File: src/rtl/weight_fifo_arr_control_if.sv
// weight_fifo_arr_control_if: signal bundle between the weight-load controller and its neighbours
//   master : the controller/memory/FIFO side, which drives the start request, its parameters and the memory read data
//   slave  : the weight_fifo_arr_control block, which drives memory reads, FIFO push/pop, the array shift/latch controls and the status outputs
interface weight_fifo_arr_control_if #(
    parameter int WIDTH_HEIGHT = 16,
    parameter int DATA_WIDTH   = WIDTH_HEIGHT * 8,
    parameter int ADDR_WIDTH   = 8
);
    logic                            weight_fifo_arr_en;
    logic [$clog2(WIDTH_HEIGHT)-1:0] num_row_weight_mat;
    logic [ADDR_WIDTH-1:0]           base_addr;
    logic                            weight_mem_rd_en;
    logic [ADDR_WIDTH-1:0]           weight_mem_addr;
    logic [DATA_WIDTH-1:0]           weight_mem_rd_data;
    logic                            fifo_wr_en;
    logic [DATA_WIDTH-1:0]           fifo_wr_data;
    logic                            fifo_rd_en;
    logic                            weight_shift_en;
    logic                            weight_zero;
    logic                            weight_latch_en;
    logic                            busy;
    logic                            weight_fifo_arr_done;

    modport master (
        output weight_fifo_arr_en, num_row_weight_mat, base_addr, weight_mem_rd_data,
        input  weight_mem_rd_en, weight_mem_addr, fifo_wr_en, fifo_wr_data, fifo_rd_en,
               weight_shift_en, weight_zero, weight_latch_en, busy, weight_fifo_arr_done
    );

    modport slave (
        input  weight_fifo_arr_en, num_row_weight_mat, base_addr, weight_mem_rd_data,
        output weight_mem_rd_en, weight_mem_addr, fifo_wr_en, fifo_wr_data, fifo_rd_en,
               weight_shift_en, weight_zero, weight_latch_en, busy, weight_fifo_arr_done
    );
endinterface

File: src/rtl/weight_fifo_arr_control.sv
// weight_fifo_arr_control: fetches N weight rows from memory into the weight FIFO, drains them into the systolic array shift chain, latches them and pulses done
//   clk, reset : clock and synchronous active-high reset
//   bus        : weight_fifo_arr_control_if.slave (start/params in; memory read, FIFO push/pop, shift/zero/latch, busy, done out)
//   WEIGHT_ZERO_PAD_EN : when defined, every load shifts WIDTH_HEIGHT rows, zero-padding past the N fetched rows
module weight_fifo_arr_control #(
    parameter int WIDTH_HEIGHT = 16,
    parameter int DATA_WIDTH   = WIDTH_HEIGHT * 8,
    parameter int ADDR_WIDTH   = 8
) (
    input logic                      clk,
    input logic                      reset,
    weight_fifo_arr_control_if.slave bus
);
    localparam int CW = $clog2(WIDTH_HEIGHT);

    typedef enum logic [2:0] {IDLE, FETCH, DRAIN, LOAD, SETTLE, LATCH, DONE} state_t;

    state_t        state;
    logic [CW-1:0] cnt;
    logic [CW-1:0] n_q;
    logic [CW-1:0] load_last;

`ifdef WEIGHT_ZERO_PAD_EN
    assign load_last = CW'(WIDTH_HEIGHT - 1);
`else
    assign load_last = n_q;
    assign bus.weight_zero = 1'b0;
`endif

    assign bus.fifo_wr_data = bus.weight_mem_rd_data;

    always_ff @(posedge clk) begin
        if (reset) begin
            state                    <= IDLE;
            cnt                      <= '0;
            n_q                      <= '0;
            bus.weight_mem_rd_en     <= 1'b0;
            bus.weight_mem_addr      <= '0;
            bus.fifo_wr_en           <= 1'b0;
            bus.fifo_rd_en           <= 1'b0;
            bus.weight_shift_en      <= 1'b0;
            bus.weight_latch_en      <= 1'b0;
            bus.busy                 <= 1'b0;
            bus.weight_fifo_arr_done <= 1'b0;
`ifdef WEIGHT_ZERO_PAD_EN
            bus.weight_zero          <= 1'b0;
`endif
        end else begin
            // The FIFO push trails the memory read by its one-cycle latency; the
            // array shift trails the FIFO pop by the FIFO's one-cycle read latency.
            bus.fifo_wr_en           <= bus.weight_mem_rd_en;
            bus.weight_shift_en      <= state == LOAD;
            bus.weight_latch_en      <= 1'b0;
            bus.weight_fifo_arr_done <= 1'b0;
`ifdef WEIGHT_ZERO_PAD_EN
            bus.weight_zero          <= state == LOAD && cnt > n_q;
`endif
            case (state)
                IDLE: if (bus.weight_fifo_arr_en) begin
                    state                <= FETCH;
                    cnt                  <= '0;
                    n_q                  <= bus.num_row_weight_mat;
                    bus.weight_mem_rd_en <= 1'b1;
                    bus.weight_mem_addr  <= bus.base_addr;
                    bus.busy             <= 1'b1;
                end
                FETCH: if (cnt == n_q) begin
                    state                <= DRAIN;
                    bus.weight_mem_rd_en <= 1'b0;
                end else begin
                    cnt                  <= cnt + 1'b1;
                    bus.weight_mem_addr  <= bus.weight_mem_addr + 1'b1;
                end
                DRAIN: begin
                    state          <= LOAD;
                    cnt            <= '0;
                    bus.fifo_rd_en <= 1'b1;
                end
                // Pops stop after the N stored rows even when padded shifts continue.
                LOAD: if (cnt == load_last) begin
                    state          <= SETTLE;
                    bus.fifo_rd_en <= 1'b0;
                end else begin
                    cnt            <= cnt + 1'b1;
                    bus.fifo_rd_en <= cnt < n_q;
                end
                SETTLE: begin
                    state               <= LATCH;
                    bus.weight_latch_en <= 1'b1;
                end
                LATCH: begin
                    state                    <= DONE;
                    bus.weight_fifo_arr_done <= 1'b1;
                end
                default: begin
                    state    <= IDLE;
                    bus.busy <= 1'b0;
                end
            endcase
        end
    end
endmodule

File: src/flat_wrapper.sv
// flat-port wrapper written by rule: the top's interface ports become plain ports
module weight_fifo_arr_control_flat 
#(
    parameter int WIDTH_HEIGHT = 16,
    parameter int DATA_WIDTH   = WIDTH_HEIGHT * 8,
    parameter int ADDR_WIDTH   = 8
)
  (clk, reset, bus_weight_fifo_arr_en, bus_num_row_weight_mat, bus_base_addr, bus_weight_mem_rd_data, bus_weight_mem_rd_en, bus_weight_mem_addr, bus_fifo_wr_en, bus_fifo_wr_data, bus_fifo_rd_en, bus_weight_shift_en, bus_weight_zero, bus_weight_latch_en, bus_busy, bus_weight_fifo_arr_done);
  weight_fifo_arr_control_if #(.WIDTH_HEIGHT(WIDTH_HEIGHT), .DATA_WIDTH(DATA_WIDTH), .ADDR_WIDTH(ADDR_WIDTH)) bus_i ();
  input logic clk;
  input logic reset;
  input wire logic [$bits(bus_i.weight_fifo_arr_en)-1:0] bus_weight_fifo_arr_en;
  input wire logic [$bits(bus_i.num_row_weight_mat)-1:0] bus_num_row_weight_mat;
  input wire logic [$bits(bus_i.base_addr)-1:0] bus_base_addr;
  input wire logic [$bits(bus_i.weight_mem_rd_data)-1:0] bus_weight_mem_rd_data;
  output wire logic [$bits(bus_i.weight_mem_rd_en)-1:0] bus_weight_mem_rd_en;
  output wire logic [$bits(bus_i.weight_mem_addr)-1:0] bus_weight_mem_addr;
  output wire logic [$bits(bus_i.fifo_wr_en)-1:0] bus_fifo_wr_en;
  output wire logic [$bits(bus_i.fifo_wr_data)-1:0] bus_fifo_wr_data;
  output wire logic [$bits(bus_i.fifo_rd_en)-1:0] bus_fifo_rd_en;
  output wire logic [$bits(bus_i.weight_shift_en)-1:0] bus_weight_shift_en;
  output wire logic [$bits(bus_i.weight_zero)-1:0] bus_weight_zero;
  output wire logic [$bits(bus_i.weight_latch_en)-1:0] bus_weight_latch_en;
  output wire logic [$bits(bus_i.busy)-1:0] bus_busy;
  output wire logic [$bits(bus_i.weight_fifo_arr_done)-1:0] bus_weight_fifo_arr_done;
  assign bus_i.weight_fifo_arr_en = bus_weight_fifo_arr_en;
  assign bus_i.num_row_weight_mat = bus_num_row_weight_mat;
  assign bus_i.base_addr = bus_base_addr;
  assign bus_i.weight_mem_rd_data = bus_weight_mem_rd_data;
  assign bus_weight_mem_rd_en = bus_i.weight_mem_rd_en;
  assign bus_weight_mem_addr = bus_i.weight_mem_addr;
  assign bus_fifo_wr_en = bus_i.fifo_wr_en;
  assign bus_fifo_wr_data = bus_i.fifo_wr_data;
  assign bus_fifo_rd_en = bus_i.fifo_rd_en;
  assign bus_weight_shift_en = bus_i.weight_shift_en;
  assign bus_weight_zero = bus_i.weight_zero;
  assign bus_weight_latch_en = bus_i.weight_latch_en;
  assign bus_busy = bus_i.busy;
  assign bus_weight_fifo_arr_done = bus_i.weight_fifo_arr_done;
  weight_fifo_arr_control #(.WIDTH_HEIGHT(WIDTH_HEIGHT), .DATA_WIDTH(DATA_WIDTH), .ADDR_WIDTH(ADDR_WIDTH)) u_core (.clk(clk), .reset(reset), .bus(bus_i));
endmodule
File: config.mk
export PLATFORM = sky130hd
export DESIGN_NAME = weight_fifo_arr_control_flat
export DESIGN_NICKNAME = d
export VERILOG_FILES = /design/src/rtl/weight_fifo_arr_control_if.sv /design/src/rtl/weight_fifo_arr_control.sv /design/src/flat_wrapper.sv
export SDC_FILE = /design/constraint.sdc
export NUM_CORES = 1
export LEC_CHECK = 0
export ABC_CLOCK_PERIOD_IN_PS = 3800
export CAP_MARGIN = 15
export CORE_AREA = 2 2 110 112
export CTS_CLUSTER_DIAMETER = 100
export DETAILED_ROUTE_END_ITERATION = 10
export DIE_AREA = 0 0 112 114
export HOLD_SLACK_MARGIN = 0.03
export PLACE_DENSITY_LB_ADDON = 0.25
export SYNTH_ARGS = -nofsm -noshare
export SYNTH_HDL_FRONTEND = slang
export SYNTH_SLANG_ARGS = --single-unit
File: constraint.sdc
create_clock -name clk -period 3.8 [get_ports clk]
set_input_delay 0.38 -clock clk [delete_from_list [all_inputs] [get_ports clk]]
set_output_delay 0.38 -clock clk [all_outputs]
set_load 0.03 [all_outputs]
==> metrics.yaml, run 1 <==
grt_first_pass_wirelength_mm: 7.22
rows: 40
die_width_um: 112
final_nets: 331
routed_wl_mm: 4.58
cts.clk_slew.worst_paths_ns: 0.07
finClkSkew_ns: 0.00625
reg2reg_to: "u_core.bus.weight_mem_addr[2]"
hpwl_mm: 3.44
gp_congestion: 0.740
r2r_slack_ns: 1.68
timing.rr.start: "u_core.state[0]"
final_antenna_net_count: 0
setup_viol: 0
ir_drop_uv: 239
period_minus_slack_ns: 2.12
rsz0062_at_grt: "no"
slowest_stage: "dfxtp_1"
hold_start: "u_core.load_last[1]"
root_buffer: "clkbuf_16"
pre_cts_ws_ns: 1.66
yosys-top-cells-area: "buf_4, dfxtp_1, a21oi_1"
hold_depth: 2
synth_flop_cell: "dfxtp_1"
yosys_warnings: 0
async_reset_ff_share_pct: 0
postCtsSetupRepairBufs: 0
path_class: "flop to flop"
wl_per_cell_um: 14.0
maxCapViolCount: 0
grt_use_total_pct: 7.02
die_height_um: 114
yosysUniqueCellTypes: 46
yosys_register_bits: 26
worstMarginPinSlew_ns: 0.883
postPlaceCellArea_sq_um: 1770
fin_tns_setup_ns: 0
cts_tree: "yes"
hold_violations: 0
critPathMaxFanout: 21
ctsLongestPathBuffers: 2
cellLeakagePower_nw: 0.624
grt-ovfl-total: 0
io-pin-count: 287
start_util_pct: 19.7
synth_nets: 435
grt_max_degree: 23
synth-edff-count: 0
syn_inst: 286
vias_per_cell: 4.07
period_share_pct: 55.8
hp-class: "flop to flop"
crit_arrival_ns: 2.30
grt_pass1_vias: 1368
seq_area_frac_synth_pct: 22.5
fin_ws_ns: 1.68
min_to: "u_core.load_last[1]"
antenna_found_initial: 0
cts-htree-levels: 1
synth_top_area_share_pct: 41.9
initialDrtViolationCount: 72
dr_total_vias: 1336
hold_buffers: 0
endpoint_kind: "flop"
clk_latency_ns: 0.26
io_buffers: 29
coreArea_sq_um: 11700
critPathRequiredTime_ns: 3.98
cts_buffers: 3
timing.fmax_ghz: 0.471
antennaDiodeCount: 0
critPathMaxStageDelay_ns: 0.76
die_area_sq_um: 12800
drc: 0
drive_gt1_share_pct: 4.97
synth_area_sq_um: 2310
path_cells: "or3b_1, o221ai_1, o21ai_0, a21oi_1"
design_area_sq_um: 1880
critPathLaunchType: "flop"
cts_resized: 0
outcome: "completed"
final_cell_mix: "clkdlybuf4s50_1, dfxtp_1, nand2_1"
rr_worst_depth: 4
synth_top_area_cell: "buf_4"
syn_to_final_growth_pct: -18.8
slew_violations: 0
slew_headroom_pct: 41.0
final_common_cell: "clkdlybuf4s50_1"
clock_sinks: 26
drt_pass1_iterations: 4
powerDensity_nw_per_um2: 569
syn_avg_cell_area_sq_um: 8.08
==> cell usage after synthesis (all sizes together) (4+ instances only) <==
master / number
nand2: 17
ha: 6
a21oi: 15
dfxtp: 26
nor2: 11
and2: 4
nand2b: 4
inv: 6
buf: 133
nand3: 5
nor3: 5
o21ai: 7
clkbuf: 5
==> cell families after synthesis <==
logic type      Yosys count  share of synthesized area [%]
simple gates             61                           14.0
mux                       1                          0.433
other cells               1                          0.162
flops                    26                           22.5
buf+inv                 144                           44.8
xor+xnor                  5                           1.89
compound gates           42                           12.9
fa+ha+maj                 6                           3.25
==> stage by stage <==
stage	power [mW]	instances	util, %	hold slack, ns
finish	1.07	328	16.0	0.460
global route	1.14	328	16.0	0.476
CTS	1.09	328	16.0	0.463
floorplan	0.899	286	-	0.436
detailed placement	0.771	324	15.1	0.454
global placement	0.769	324	15.1	0.449
==> registers in the layout, summed over array words and instances (netlist names) <==
signal,flops
u_core.bus.busy,1
u_core.bus.weight_mem_addr,8
u_core.bus.fifo_wr_en,1
u_core.bus.weight_fifo_arr_done,1
u_core.bus.weight_shift_en,1
u_core.bus.fifo_rd_en,1
u_core.cnt,4
u_core.state,3
u_core.load_last,4
u_core.bus.weight_latch_en,1
u_core.bus.weight_mem_rd_en,1
==> worst max-delay path: cells and delay by family, from the launching register on <==
family | cells | cell delay (ns)
DFF | 1 | 0.76
AOI/OAI and AO/OA | 3 | 0.68
and+or+nand+nor | 1 | 0.60
==> worst max path at each step <==
stage	startpoint	depth (start not counted)	end	slack (ns)
floorplan	u_core.cnt[0]	7	u_core.bus.weight_mem_addr[0]	1.96
global placement	bus_weight_fifo_arr_en	5	u_core.bus.weight_mem_addr[0]	1.67
CTS	u_core.state[0]	4	u_core.bus.weight_mem_addr[2]	1.69
global route	u_core.state[0]	4	u_core.bus.weight_mem_addr[2]	1.54
detailed placement	reset	4	u_core.cnt[0]	1.66
finish	u_core.state[0]	4	u_core.bus.weight_mem_addr[2]	1.68
==> area by class of cell <==
class,count,area [sq um]
multi-input cells,116,756
inverters,6,22.5
clock buffers,3,75.1
clock inverters,1,30.0
flip-flops and latches,26,520
repair buffers,29,290
fillers,1355,9830
well taps,147,184
==> where the power goes <==
part	total (mW)	leakage [nW]	internal [mW]	switching (mW)
clock network	0.310	0.0511	0.210	0.0999
logic	0.377	0.360	0.162	0.215
registers	0.382	0.213	0.316	0.0657
==> per-layer routing <==
layer  wire [um]  global-route usage [%]  up-vias
met5           0                       0        -
met4         250                    5.20        0
met3         404                    2.66       41
met2        1990                    10.5       66
met1        1930                    8.19      614
li1            -                       -      615
No activity file was read; power rests on OpenSTA's default activity.
==> run 2, diff against run 1 <==
Settings changed: ABC_CLOCK_PERIOD_IN_PS 3800 to 1700, CORE_AREA 2 2 110 112 to 2 2 111 113, DIE_AREA 0 0 112 114 to 0 0 113 115.
Clock period 3.8 ns to 1.7 ns, I/O delays scaled along.
==> run 2 against run 1 <==
Effect of this change:
- the flow now finishes with violations (DRC)
- first-iteration DRC count shrank 19%
- register-to-register slack lost 1.7 ns
- maximum frequency grew 25%
- sequential share of layout area shrank 3.8 points
==> metrics.yaml, run 2 (synthesis gave the netlist of run 1 again) <==
drc: 13  # +13
path_cells: "inv_2, ha_4, and4_4, a2111oi_4, buf_4, buf_12, buf_6, o21ai_2, a21oi_1"
die_area_sq_um: 13000  # +1.8%
crit_arrival_ns: 1.90  # -0.40 ns
start_util_pct: 19.6  # -0.17 points
coreArea_sq_um: 11800  # +0.85%
routed_wl_mm: 4.89  # +6.9%
hold_start: "bus_weight_mem_rd_data[106]"
fin_tns_setup_ns: 0  # unchanged
worstMarginPinSlew_ns: 0.537  # -0.346 ns
period_share_pct: 99.7  # +44 points
grt_first_pass_wirelength_mm: 7.63  # +5.6%
fill_cells: 1347  # -0.59%
stdcell_count: 357  # +8.8%
final_antenna_net_count: 0  # unchanged
ctsLongestPathBuffers: 2  # unchanged
powerDensity_nw_per_um2: 1250  # +120%
syn_to_final_growth_pct: -4.22
io-pin-count: 287  # unchanged
path_buf_inv: 4  # +4
grt-ovfl-total: 0  # unchanged
dr_wl_met2_mm: 2.09  # +4.8%
critPathLaunch: "u_core.load_last[2]"
critPathRequiredTime_ns: 1.90  # -2.08 ns
endpoint_kind: "flop"
postLayoutCoreUtil_pct: 18.8  # +2.7 points
critPathMaxFanout: 4  # -81%
final_nets: 360  # +8.8%
finClkSkew_ns: 0.00293  # -0.00332 ns
die_width_um: 113  # +0.89%
rsz0062_at_grt: "yes"
outcome: "complete, but fails checks"
setup_viol: 0  # unchanged
slew_violations: 0  # unchanged
cts_buffers: 3  # unchanged
cts_tree: "yes"
r2r_slack_ns: 0.005  # -1.67 ns
postPlaceCellArea_sq_um: 1950  # +10%
dr_total_vias: 1445  # +8.2%
path_class: "flop to flop"
clk_latency_ns: 0.26  # about the same
drt_pass1_iterations: 8  # +4
antennaDiodeCount: 0  # unchanged
die_height_um: 115  # +0.88%
largest_register_ffs: 8  # unchanged
power_mw: 2.78  # +160%
critPathLaunchType: "flop"
dpl.cell_count: 346  # +6.8%
critPathMaxStageDelay_ns: 0.34  # -0.42 ns
wl_per_cell_um: 13.7  # -1.8%
timing.rr.start: "u_core.load_last[2]"
top_register: "u_core.bus.weight_mem_addr"
clock_sinks: 26  # unchanged
maxCapViolCount: 0  # unchanged
rows: 40  # unchanged
timing.fmax_ghz: 0.590  # +25%
gp_congestion: 0.688  # -7.0%
drive_gt1_share_pct: 27.1  # +22 points
hpwl_mm: 3.65  # +6.1%
cts.clk_slew.worst_paths_ns: 0.07  # about the same
hold_depth: 0  # -2
slowest_stage: "dfxtp_2"
slew_headroom_pct: 63.9  # +23 points
met1_length_mm: 2.23  # +15%
period_minus_slack_ns: 1.69  # -0.427 ns
io_buffers: 29  # unchanged
wl_met3_um: 382  # -5.4%
hp-class: "primary input to output pin"
antenna_found_initial: 0  # unchanged
final_common_cell: "clkdlybuf4s50_1"
cts-htree-levels: 1  # unchanged
routed.top_layer: "met4"
crit_family: "compound AO/OA/AOI/OAI gates"
ir_drop_uv: 455  # +90%
violations: "DRC"
rr_worst_depth: 9  # +5
final_cell_mix: "clkdlybuf4s50_1, buf_4, dfxtp_1"
root_buffer: "clkbuf_16"
cellLeakagePower_nw: 0.798  # +28%
vias_per_cell: 4.05  # -0.63%
hold_violations: 0  # unchanged
design_area_sq_um: 2210  # +18%
reg2reg_to: "u_core.bus.weight_mem_addr[2]"
grt_pass1_vias: 1444  # +5.6%
grt_max_degree: 21  # -8.7%
initialDrtViolationCount: 58  # -19%
grt_use_total_pct: 7.52  # +0.50 points
min_to: "bus_fifo_wr_data[106]"
-- run 2: cell types whose count changed in the layout (fill, tap and decap cells not counted), sizes merged --
cell	change
clkdlybuf4s50	-1
dlymetal6s2s	+1
buf	+29
-- run 2: where the power goes --
part	internal, mW	switching (mW)
clock network	0.469	0.235
registers	0.711	0.101
logic	0.633	0.628
total	1.81	0.964
-- run 2: worst max-delay path by stage --
stage                     depth (start not counted)  slack [ns]                            end
after global placement                            6       -0.06  u_core.bus.weight_mem_addr[0]
after CTS                                         7      0.0002  u_core.bus.weight_mem_addr[0]
after floorplan                                   7       0.002  u_core.bus.weight_mem_addr[0]
final                                             9       0.005  u_core.bus.weight_mem_addr[2]
after detailed placement                          6       -0.11  u_core.bus.weight_mem_addr[0]
after global routing                              9       -0.08  u_core.bus.weight_mem_addr[2]
-- run 2: timing repair --
item,4_1_cts,5_1_grt
setup buffers,6,1
endpoints found under the setup margin,4,8
gates resized for setup,12,12
hold buffers,0,0
pin swaps,7,4
-- run 2: layer usage --
layer	vias to the layer above	global-route usage [%]
met1	659	9.32
met5	-	0
met4	0	4.72
met3	32	3.06
met2	81	10.8
li1	673	-
-- run 2: area by class of cell --
type | count | area (sq um) | area share [%]
clock buffer | 3 | 75.1 | 3.39
inverter | 6 | 22.5 | 1.02
tap | 147 | 184 | 8.31
clock inverter | 1 | 30.0 | 1.36
timing repair buffer | 58 | 531 | 24.0
sequential | 26 | 529 | 23.9
multi-input combinational | 116 | 843 | 38.1
-- run 2: per-stage QoR --
step                hold slack [ns]  setup WS, ns
global route                  0.340       -0.0839
detailed placement            0.340        -0.109
finish                        0.340       0.00512
floorplan                     0.253       0.00237
CTS                           0.340      0.000234
global placement              0.340       -0.0565
